## config.mk

```make
export PLATFORM = sky130hd
export DESIGN_NAME = disp_capture_flat
export DESIGN_NICKNAME = d
export VERILOG_FILES = /design/src/rtl/disp_capture_if.sv /design/src/rtl/disp_capture.sv /design/src/flat_wrapper.sv
export SDC_FILE = /design/constraint.sdc
export NUM_CORES = 1
export LEC_CHECK = 0
export ABC_AREA = 0
export BUFFER_PORTS_ARGS = -buffer_cell sky130_fd_sc_hd__buf_4
export CELL_PAD_IN_SITES_DETAIL_PLACEMENT = 0
export CELL_PAD_IN_SITES_GLOBAL_PLACEMENT = 1
export CORE_ASPECT_RATIO = 1.1
export CORE_MARGIN = 2
export CORE_UTILIZATION = 40
export CTS_CLUSTER_SIZE = 16
export DETAILED_ROUTE_END_ITERATION = 8
export PLACE_DENSITY = 0.82
export SLEW_MARGIN = 20
export SYNTH_ARGS = -nofsm -noshare
export SYNTH_HDL_FRONTEND = slang
export SYNTH_SLANG_ARGS = --single-unit
```

## constraint.sdc

```tcl
create_clock -name CLK -period 2.1 [get_ports CLK]
set_clock_uncertainty 0.2 [all_clocks]
set_input_delay 0.315 -clock CLK [delete_from_list [all_inputs] [get_ports CLK]]
set_output_delay 0.315 -clock CLK [all_outputs]
set_load 0.02 [all_outputs]
```

## src/rtl/disp_capture_if.sv

```systemverilog
// Display-bus capture interface: raw CA/SEG bus in, decoded digits out.
// master drives the display bus, slave is the capture block.
interface disp_capture_if;
  logic       CA_IN;
  logic [6:0] SEG_IN;
  logic [3:0] DIGIT_1;
  logic [3:0] DIGIT_10;
  logic       VALID;
  logic       SEG_ERR;
  logic       STALE;

  modport master (
    output CA_IN, SEG_IN,
    input  DIGIT_1, DIGIT_10, VALID, SEG_ERR, STALE
  );

  modport slave (
    input  CA_IN, SEG_IN,
    output DIGIT_1, DIGIT_10, VALID, SEG_ERR, STALE
  );
endinterface

```

## src/rtl/disp_capture.sv

```systemverilog
// Two-digit multiplexed 7-segment display capture with settle filter.
// Optional watchdog: define DISP_CAPTURE_TIMEOUT_EN to enable STALE.
module disp_capture #(
  parameter int SETTLE_CYC  = 4,
  parameter int TIMEOUT_CYC = 50000
) (
  input logic          CLK,
  input logic          RESETN,
  disp_capture_if.slave bus
);

  typedef enum logic [1:0] {
    IDLE,
    SETTLE,
    WAIT
  } state_t;

  localparam logic [7:0] SETTLE_LIM = 8'(SETTLE_CYC);

  logic       ca_s1, ca_s2, ca_d;
  logic [6:0] seg_s1, seg_s2, seg_d;
  logic       ca_edge;

  state_t     state, state_n;
  logic [7:0] cnt, cnt_n;
  logic       sample;

  logic [3:0] pend_1, pend_10;
  logic       flag_1, flag_10;
  logic [3:0] digit_1, digit_10;
  logic       valid, seg_err;

  logic       dec_bad;
  logic [3:0] dec_code;

  // 00 is a blank digit (F); anything not listed is undecodable
  function automatic logic [4:0] decode(input logic [6:0] s);
    logic [4:0] r;
    case (s)
      7'h7e:   r = {1'b0, 4'h0};
      7'h30:   r = {1'b0, 4'h1};
      7'h6d:   r = {1'b0, 4'h2};
      7'h79:   r = {1'b0, 4'h3};
      7'h33:   r = {1'b0, 4'h4};
      7'h5b:   r = {1'b0, 4'h5};
      7'h5f:   r = {1'b0, 4'h6};
      7'h70:   r = {1'b0, 4'h7};
      7'h7f:   r = {1'b0, 4'h8};
      7'h73:   r = {1'b0, 4'h9};
      7'h00:   r = {1'b0, 4'hF};
      default: r = {1'b1, 4'h0};
    endcase
    return r;
  endfunction

  assign {dec_bad, dec_code} = decode(seg_d);
  assign ca_edge = ca_s2 != ca_d;

  // synchronizers plus one-cycle-delayed copies for edge/change detection
  always_ff @(posedge CLK) begin
    if (!RESETN) begin
      ca_s1  <= 1'b0;
      ca_s2  <= 1'b0;
      ca_d   <= 1'b0;
      seg_s1 <= '0;
      seg_s2 <= '0;
      seg_d  <= '0;
    end else begin
      ca_s1  <= bus.CA_IN;
      ca_s2  <= ca_s1;
      ca_d   <= ca_s2;
      seg_s1 <= bus.SEG_IN;
      seg_s2 <= seg_s1;
      seg_d  <= seg_s2;
    end
  end

  // phase FSM and stability counter registers
  always_ff @(posedge CLK) begin
    if (!RESETN) begin
      state <= IDLE;
      cnt   <= '0;
    end else begin
      state <= state_n;
      cnt   <= cnt_n;
    end
  end

  // a CA edge always restarts settling; sample once SEG held long enough
  always_comb begin
    state_n = state;
    cnt_n   = cnt;
    sample  = 1'b0;
    if (ca_edge) begin
      state_n = SETTLE;
      cnt_n   = '0;
    end else begin
      unique case (state)
        SETTLE: begin
          if (seg_s2 != seg_d) begin
            cnt_n = '0;
          end else if (cnt == SETTLE_LIM) begin
            sample  = 1'b1;
            state_n = WAIT;
          end else begin
            cnt_n = cnt + 8'd1;
          end
        end
        default: ;
      endcase
    end
  end

  // pending capture per phase; publish both digits once a pair is complete
  always_ff @(posedge CLK) begin
    if (!RESETN) begin
      pend_1   <= '0;
      pend_10  <= '0;
      flag_1   <= 1'b0;
      flag_10  <= 1'b0;
      digit_1  <= '0;
      digit_10 <= '0;
      valid    <= 1'b0;
      seg_err  <= 1'b0;
    end else begin
      valid   <= 1'b0;
      seg_err <= 1'b0;
      if (flag_1 && flag_10) begin
        digit_1  <= pend_1;
        digit_10 <= pend_10;
        valid    <= 1'b1;
        flag_1   <= 1'b0;
        flag_10  <= 1'b0;
      end
      if (sample) begin
        if (dec_bad) begin
          seg_err <= 1'b1;
          flag_1  <= 1'b0;
          flag_10 <= 1'b0;
        end else if (ca_s2) begin
          pend_10 <= dec_code;
          flag_10 <= 1'b1;
        end else begin
          pend_1 <= dec_code;
          flag_1 <= 1'b1;
        end
      end
    end
  end

  assign bus.DIGIT_1  = digit_1;
  assign bus.DIGIT_10 = digit_10;
  assign bus.VALID    = valid;
  assign bus.SEG_ERR  = seg_err;

`ifdef DISP_CAPTURE_TIMEOUT_EN
  localparam logic [15:0] TO_LIM = 16'(TIMEOUT_CYC);

  logic [15:0] wd;

  // saturating count of cycles since the last CA edge
  always_ff @(posedge CLK) begin
    if (!RESETN) begin
      wd <= '0;
    end else if (ca_edge) begin
      wd <= '0;
    end else if (wd != 16'hFFFF) begin
      wd <= wd + 16'd1;
    end
  end

  assign bus.STALE = wd >= TO_LIM;
`else
  assign bus.STALE = 1'b0;
`endif

endmodule

```

## src/flat_wrapper.sv

```systemverilog
// flat-port wrapper written by rule: the top's interface ports become plain ports
module disp_capture_flat 
#(
  parameter int SETTLE_CYC  = 4,
  parameter int TIMEOUT_CYC = 50000
)
  (CLK, RESETN, bus_CA_IN, bus_SEG_IN, bus_DIGIT_1, bus_DIGIT_10, bus_VALID, bus_SEG_ERR, bus_STALE);
  disp_capture_if bus_i ();
  input logic CLK;
  input logic RESETN;
  input wire logic [$bits(bus_i.CA_IN)-1:0] bus_CA_IN;
  input wire logic [$bits(bus_i.SEG_IN)-1:0] bus_SEG_IN;
  output wire logic [$bits(bus_i.DIGIT_1)-1:0] bus_DIGIT_1;
  output wire logic [$bits(bus_i.DIGIT_10)-1:0] bus_DIGIT_10;
  output wire logic [$bits(bus_i.VALID)-1:0] bus_VALID;
  output wire logic [$bits(bus_i.SEG_ERR)-1:0] bus_SEG_ERR;
  output wire logic [$bits(bus_i.STALE)-1:0] bus_STALE;
  assign bus_i.CA_IN = bus_CA_IN;
  assign bus_i.SEG_IN = bus_SEG_IN;
  assign bus_DIGIT_1 = bus_i.DIGIT_1;
  assign bus_DIGIT_10 = bus_i.DIGIT_10;
  assign bus_VALID = bus_i.VALID;
  assign bus_SEG_ERR = bus_i.SEG_ERR;
  assign bus_STALE = bus_i.STALE;
  disp_capture #(.SETTLE_CYC(SETTLE_CYC), .TIMEOUT_CYC(TIMEOUT_CYC)) u_core (.CLK(CLK), .RESETN(RESETN), .bus(bus_i));
endmodule
```

; ---- Yosys cells after proc, flatten, opt, wreduce, memory -nomap -nowiden
; Cells that the tools add are included.
[totals]
regBits = 54
out_inout_bits = 11
word_cells = 70
[op_classes]
addsub = 1
n_eq_ne = 16
mux = 21
bitwise_logic = 4
n_reduce_logical = 11
[ops]
columns = operator, count
row1 = "== test 7 bit, second input constant", 8
row2 = case mux 5 bit (11 select lines), 1
row3 = two-way mux 1 bit, 18
row4 = two-way mux 8 bit, 2
row5 = "== test 7 x 6 -> 1 bit, second input constant", 2
row6 = AND reduction 3 bit, 4
row7 = "adder 8 x 1 -> 8 bit, second input constant", 1
row8 = "== test 8 x 3 -> 1 bit, second input constant", 1
row9 = logical NOT 7 bit, 1
row10 = != test 7 bit, 1
row11 = "!= test 2 x 1 -> 1 bit, second input constant", 2
row12 = NOT 1 bit, 4
row13 = AND reduction 2 bit, 2
row14 = nonzero test 2 bit, 2
row15 = "== test 2 x 1 -> 1 bit, second input constant", 1
row16 = OR reduction 2 bit, 1
row17 = logical AND 1 bit, 1
row18 = != test 1 bit, 1

; ---- Longest topological paths before layout
; Gate-level depths: netlist (run 1).
[logic_depth]
depth_word = 6
ltp_mapped = 9
depth_no_buf = 8

; ---- Least setup slack after synthesis (run 1)
; No wires, ideal clock.
[synth_path]
path_type = reg2reg
from = register u_core.seg_d[1]
to = register u_core.pend_10[0]
setup_ns = 0.116
arrival_time_ns = 1.837
required_ns = 1.784
setup_slack_ns = -0.053
stages_incl_launch_ff = 8
path_cell_list = dfxtp_1 > buf_6 > or4_4 > and2b_1 > a311o_2 > nor2b_4 > or3_1 > o211a_1
[synth_between]
elab_chain_len = 5
elab_cells_between_ends = 18
[synth_rtl]
columns = item, line
row1 = "start, declared", disp_capture.sv:21  ; logic [6:0] seg_s1, seg_s2, seg_d;
row2 = "start signal, assigned", disp_capture.sv:74  ; seg_d <= seg_s2;
row3 = != test 7 bit, disp_capture.sv:100  ; if (seg_s2 != seg_d) begin
row4 = two-way mux 1 bit, disp_capture.sv:100
row5 = two-way mux 1 bit, disp_capture.sv:98  ; unique case (state)
row6 = two-way mux 1 bit, disp_capture.sv:94  ; if (ca_edge) begin
row7 = AND reduction 3 bit (no source line), -
row8 = "end signal, assigned", disp_capture.sv:141  ; pend_10 <= dec_code;
row9 = "end, declared", disp_capture.sv:28  ; logic [3:0] pend_1, pend_10;
; Parallel ways exist; a longest one is shown, timed or not.
; A chain may end at the register's enable or synchronous reset.

; ---- Worst setup path after layout (run 1)
[layout_path]
from = register u_core.cnt[0]
to = register u_core.pend_10[0]
[layout_between]
elab_chain_len = 6
[layout_rtl]
columns = item, line
row1 = "start, declared", disp_capture.sv:25  ; logic [7:0] cnt, cnt_n;
row2 = "start signal, assigned", disp_capture.sv:85  ; cnt <= cnt_n;
row3 = == test 8 x 3 -> 1 bit, disp_capture.sv:102  ; end else if (cnt == SETTLE_LIM) begin
row4 = two-way mux 1 bit, disp_capture.sv:102
row5 = two-way mux 1 bit, disp_capture.sv:100
row6 = two-way mux 1 bit, disp_capture.sv:98
row7 = two-way mux 1 bit, disp_capture.sv:94
row8 = AND reduction 3 bit (no source line), -
; Every way passes these cells.

==> results of run 1 <==
## kinds of logic after synthesis
group / share of synthesized area (%)
AOI/OAI and AO/OA: 9.962
xor gates and xnor gates: 6.130
adders and majority gates: 1.095
buffers and inverters: 4.214
DFF: 47.29
muxes: 1.752
other: 0.1640
and+or+nand+nor: 29.39
## worst reg2reg max path: cells and delay by family, from the launching register on
family / cells / cell delay [ns]
adder cells (fa/ha/maj): 1 / 0.13
AND/OR/NAND/NOR: 5 / 1.22
buffers and inverters: 1 / 0.07
AO/OA/AOI/OAI: 1 / 0.12
flip-flops: 1 / 0.33
## metal layers
metal | vias up | wire, um | global-route usage (%)
met1 | 826 | 2042 | 16.59
met2 | 29 | 2096 | 24.43
met4 | 0 | 89 | 5.455
li1 | 938 | - | -
met3 | 9 | 119 | 3.261
met5 | - | 0 | 0
## state kept, by name (all words and copies together), names as in the netlist, 2 cells and up
| signal | cells |
|---|---|
| u_core.cnt | 8 |
| u_core.pend_1 | 4 |
| u_core.bus.DIGIT_1 | 4 |
| u_core.state | 2 |
| u_core.seg_s1 | 7 |
| u_core.pend_10 | 4 |
| u_core.bus.DIGIT_10 | 4 |
| u_core.seg_d | 7 |
| u_core.seg_s2 | 7 |
## cell type report
class                   count  share of cell area, %
clock inverters             1                 0.3034
flip-flops and latches     54                  37.71
clock buffers               7                  3.338
repair buffers             53                  14.43
inverters                   4                 0.5202
multi-input cells         177                  40.44
well taps                  75                  3.251
## cell usage in the layout, fill, tap and decap left out, types with 3 or more instances in the layout
| cell | synthesis | layout |
|---|---|---|
| dfxtp_1 | 54 | 48 |
| mux2i_1 | 4 | 4 |
| buf_4 | 1 | 47 |
| nand2_1 | 25 | 25 |
| buf_6 | 1 | 3 |
| dfxtp_2 | 0 | 6 |
| nand2b_1 | 3 | 3 |
| nand4_1 | 8 | 8 |
| a21boi_0 | 11 | 10 |
| dlygate4sd3_1 | 0 | 3 |
| and2_1 | 25 | 25 |
| nand3_1 | 14 | 13 |
| xor2_1 | 11 | 11 |
| nor3_1 | 7 | 5 |
| o21ai_0 | 8 | 8 |
| xnor2_1 | 5 | 5 |
| clkbuf_8 | 0 | 7 |
| nor2_1 | 17 | 16 |
| a21oi_1 | 5 | 5 |
## worst max-delay path by stage
stage | cells past startpoint | to
after floorplan | 7 | u_core.pend_10[0]$_SDFFE_PN0P_
after global placement | 8 | u_core.pend_10[0]$_SDFFE_PN0P_
after detailed placement | 8 | u_core.pend_10[0]$_SDFFE_PN0P_
after CTS | 6 | u_core.pend_10[0]$_SDFFE_PN0P_
after global routing | 8 | u_core.pend_10[0]$_SDFFE_PN0P_
final | 8 | u_core.pend_10[0]$_SDFFE_PN0P_
## stage by stage
stage | hold WS [ns] | setup TNS [ns]
final | 0.01341 | -0.08592
after global routing | 0.0001748 | -0.8808
after CTS | 0.0009049 | -0.03182
after detailed placement | 0.2211 | -0.4933
after global placement | 0.2144 | -0.1547
after floorplan | 0.2119 | 0
## repair_timing
action	CTS	global route
hold buffers	1	2
gates cloned	0	0
endpoints found under the setup margin	8	12
setup buffers	0	5
pin swaps	5	8
gates resized for setup	9	14
endpoints found under the hold margin	1	2
## power breakdown
part	switching, mW	leakage [nW]	total (mW)	internal [mW]
combinational	0.0723	0.683	0.147	0.0750
clock	0.325	0.0544	0.628	0.302
sequential	0.0135	0.442	1.06	1.04
==> impl_metrics.yaml, run 1 <==
logic_synthesis:
  ys_seq_elements: 54
  yosysWarnings: 0
  synth_top_area_cell: "dfxtp_1"
  synth_async_sr_flop_share_pct: 0
  syn_avg_cell_area_sq_um: 9.071
  synth_top_area_share_pct: 47.29
  synth_nets: 264
  yosysUniqueCellTypes: 43
  synthesis.area_sq_mm: 0.002286
  syn_inst: 252
  synthTopCellsByCount: "54 x dfxtp_1, 25 x and2_1, 25 x nand2_1, 17 x nor2_1, 14 x nand3_1"
  synth_edf_count: 0
  synth_most_common_cell: "dfxtp_1"
  yosysSeqAreaShare_pct: 47.29
  yosys-top-cells-area: "dfxtp_1 47%, and2_1 6.8%, xor2_1 4.2%"
  synth_ff_type: "dfxtp_1"
sta:
  hold_viol: 0
  worst_slack_ns: -0.05330
  finalCriticalPeriod_ns: 2.153
  final-max-slew-violation-count: 0
  rsz0062_at_grt: "yes"
  max_freq_mhz: 464.4
  setup_viol: 2
  relSlewSlack_pct: 65.67
  fin_crit_sh_pct: 102.5
  worst_pin_slew_ns: 0.5139
placed_design:
  dpl_worst_slack_ns: -0.1620
  place_inst: 355
  routabilityCongestion: 0.8604
  port_buffers: 19
  hpwl_mm: 3.008
  dpl_cell_area_sq_mm: 0.002636
layout:
  drive_above_1_share_pct: 27.36
  nets: 307
  instances_no_fill: 371
  utilization_pct: 52.82
  insertedDiodeCount: 0
  area_growth_pct: 26.27
  multiInputGateArea_sq_mm: 0.001167
  fin_area_sq_mm: 0.002887
  fillCellCount: 529
  seq_area_sq_mm: 0.001089
cts:
  cts_root_buf: "clkbuf_8"
  cts_max_level: 2
  numCtsBuffers: 5
  cts_tree: "yes"
  clkSlewWorstSetupHoldPaths_ns: 0.10
  cts.sinks: 54
  clock_latency_ns: 0.31
  cts_max_path_buffers: 2
routing:
  dr.first_iter.drc_count: 95
  detail-route-antenna-nets: 0
  avgRoutedWirePerCell_um: 11.72
  drc: 0
  wirelength_mm: 4.347
  dr.pass1.iters: 5
  vias: 1802
  viasPerCell: 4.857
global_route:
  grt_remaining_overflow: 0
  antenna_found_initial: 0
  grt_use_total_pct: 13.98
  grt_max_degree: 29
  grt_pass1_wl_mm: 7.272
  grt_pass1_vias: 1667
flow_run:
  max_cap_violations: 0
setup_path:
  path_cells: "inv_2 > ha_4 > nor4b_4 > and3_1 > and4_4 > nand4_1 > or3_1 > o211a_1"
  endpoint_kind: "flop"
  cp_max_fo: 4
  path_buf_inv: 1
  r2r_slack_ns: -0.05
  cp-start-kind: "flop"
  cpMaxStageDelayCell: "or3_1"
  r2r-end: "u_core.pend_10[0]$_SDFFE_PN0P_"
  startpoint: "u_core.cnt[0]$_SDFFE_PP0P_"
  required_ns: 2.11
  arrival_ns: 2.17
  reg2reg_depth: 8
  crit_type: "reg -> reg"
  critical_path.top_delay_family: "simple AND/OR/NAND/NOR gates"
  r2r-start: "u_core.cnt[0]$_SDFFE_PP0P_"
  slowest_delay_ns: 0.39
floorplanning:
  die_x_um: 76.08
  dieArea_sq_mm: 0.006336
  die_h_um: 83.29
  io_pins: 21
  initial_core_util_pct: 41.83
  rows: 28
  coreArea_sq_mm: 0.005465
power_and_ir_drop:
  p_leak_nw: 1.180
  power.total_mw: 1.832
  power_density_mw_per_mm2: 634.8
  ir_worst_vdd_mv: 0.4146
worst_hold_path:
  min_from: "bus_SEG_IN[6]"
  min_to: "u_core.seg_s1[6]$_SDFF_PN0_"
  hold_depth: 2
  worstHoldPathType: "in -> reg"
outcome:
  failed_checks: "setup timing"
  status: "finished, violations left"
Note: power is estimated with default switching activity, not from simulation.
==> run 2, diff against run 1 <==
Clock period 2.1 ns to 1.94 ns, I/O delays scaled along.
==> run 2 against run 1 <==
Effect of this change: the flow still finishes with violations (setup timing); sequential share of layout area shrank 1.4 points; global-route usage grew 0.28 points; core utilization rose by 2.2 points; combinational power is 30% higher; critical endpoint unchanged; largest cell class unchanged.
==> impl_metrics.yaml, run 2 (synthesis gave the netlist of run 1 again) <==
floorplanning:
  die_h_um: 83.29
  dieArea_sq_mm: 0.006336
  die_x_um: 76.08
  rows: 28
  io_pins: 21
  initial_core_util_pct: 41.83
  coreArea_sq_mm: 0.005465
routing:
  detail-route-antenna-nets: 0
  vias: 1828
  viasPerCell: 4.836
  dr.pass1.iters: 4
  wirelength_mm: 4.463
  avgRoutedWirePerCell_um: 11.81
  drc: 0
  dr.first_iter.drc_count: 121
cts:
  numCtsBuffers: 5
  clkSlewWorstSetupHoldPaths_ns: 0.10
  clock_latency_ns: 0.31
  cts_tree: "yes"
  cts_max_level: 2
  cts.sinks: 54
  cts_max_path_buffers: 2
  cts_root_buf: "clkbuf_8"
placed_design:
  place_inst: 357
  hpwl_mm: 3.022
  port_buffers: 19
  routabilityCongestion: 0.8462
setup_path:
  crit_type: "reg -> reg"
  r2r-start: "u_core.seg_d[3]$_SDFF_PN0_"
  required_ns: 1.96
  r2r-end: "u_core.pend_10[0]$_SDFFE_PN0P_"
  r2r_slack_ns: -0.15
  reg2reg_depth: 6
  cp_max_fo: 5
  endpoint_kind: "flop"
  cp-start-kind: "flop"
  arrival_ns: 2.11
sta:
  tns_ns: -0.9304
  setup_viol: 10
  rsz0062_at_grt: "yes"
  final-max-slew-violation-count: 0
  fin_crit_sh_pct: 107.7
  finalCriticalPeriod_ns: 2.090
  max_freq_mhz: 478.4
  hold_viol: 0
  worst_slack_ns: -0.1502
global_route:
  grt_pass1_vias: 1687
  grt_use_total_pct: 14.26
  grt_max_degree: 31
  grt_pass1_wl_mm: 7.431
  antenna_found_initial: 0
  grt_remaining_overflow: 0
layout:
  instances_no_fill: 378
  area_growth_pct: 31.53
  drive_above_1_share_pct: 31.68
  final_cell_mix: "49 x buf_4, 47 x dfxtp_1, 25 x and2_1"
  insertedDiodeCount: 0
  final_common_cell: "buf_4"
  nets: 314
  regMostFlops: "u_core.cnt"
  fillCellCount: 510
  largest_reg_flops: 8
outcome:
  status: "finished, violations left"
  failed_checks: "setup timing"
power_and_ir_drop:
  power.total_mw: 1.974
  ir_worst_vdd_mv: 0.3698
  p_leak_nw: 1.219
  power_density_mw_per_mm2: 656.5
worst_hold_path:
  worstHoldPathType: "in -> reg"
  min_to: "u_core.pend_1[0]$_SDFFE_PN0P_"
  min_from: "RESETN"
  hold_depth: 2
flow_run:
  max_cap_violations: 0
[run 2: routing by layer]
| layer | global-route usage [%] | wire, um | part of all wire [%] |
|---|---|---|---|
| met5 | 0 | 0 | 0 |
| met1 | 17.12 | 1970 | 44 |
| met4 | 5.124 | 75 | 1.7 |
| met2 | 24.68 | 2299 | 52 |
| met3 | 3.587 | 118 | 2.6 |
[run 2: final cells by class]
type / instances / area (sq um) / share of cell area [%]
multi-input combinational: 177 / 1226 / 40.78
sequential: 54 / 1092 / 36.33
timing repair buffer: 60 / 485.5 / 16.15
tap: 75 / 93.84 / 3.121
clock buffer: 5 / 68.82 / 2.289
clock inverter: 3 / 22.52 / 0.7491
inverter: 4 / 17.52 / 0.5826
[run 2: repair_timing]
| action | in CTS | in global routing |
|---|---|---|
| hold buffers | 8 | 0 |
| buffers inserted | 0 | 5 |
| resized for setup | 13 | 30 |
| pin swaps | 5 | 17 |
| setup endpoints to repair | 14 | 20 |
| gates cloned | 0 | 0 |
| endpoints found under the hold margin | 8 | 0 |
[run 2: critical path, stage by stage (launching register included)]
cell and delay, ns:
dfxtp_2 0.35, or4_4 0.56, nor3b_4 0.23, nor3_2 0.08, nor2b_4 0.15, or3_1 0.30
o211a_1 0.13
[run 2: where the power goes]
| part | total, mW | leakage, nW | internal, mW | switching [mW] |
|---|---|---|---|---|
| sequential | 1.14 | 0.443 | 1.13 | 0.0137 |
| clock | 0.640 | 0.0489 | 0.262 | 0.378 |
| combinational | 0.191 | 0.727 | 0.102 | 0.0885 |
| total | 1.97 | 1.22 | 1.49 | 0.481 |
[run 2: metrics by stage]
stage	hold slack [ns]	instance area [sq um]	util (%)	setup slack, ns
6_report	0.1025	3007	55.01	-0.1502
3_5_place_dp	0.2169	2658	48.63	-0.2020
5_1_grt	0.1059	3007	55.01	-0.2150
4_1_cts	0.09344	2878	52.66	-0.1330
2_1_floorplan	0.2119	2306	-	-0.09533
3_3_place_gp	0.2147	2658	48.63	-0.1705
[run 2: worst max path at each step]
stage                                    start                              to  slack, ns  cells past startpoint
detailed placement  u_core.seg_d[0]$_SDFF_PN0_  u_core.pend_10[0]$_SDFFE_PN0P_      -0.20                      7
finish              u_core.seg_d[3]$_SDFF_PN0_  u_core.pend_10[0]$_SDFFE_PN0P_      -0.15                      6
CTS                 u_core.seg_d[3]$_SDFF_PN0_  u_core.pend_10[0]$_SDFFE_PN0P_      -0.13                      6
global placement    u_core.seg_d[0]$_SDFF_PN0_  u_core.pend_10[0]$_SDFFE_PN0P_      -0.17                      7
global route        u_core.seg_d[3]$_SDFF_PN0_   u_core.pend_1[0]$_SDFFE_PN0P_      -0.21                      6
floorplan           u_core.seg_d[2]$_SDFF_PN0_  u_core.pend_10[0]$_SDFFE_PN0P_       -0.1                      7
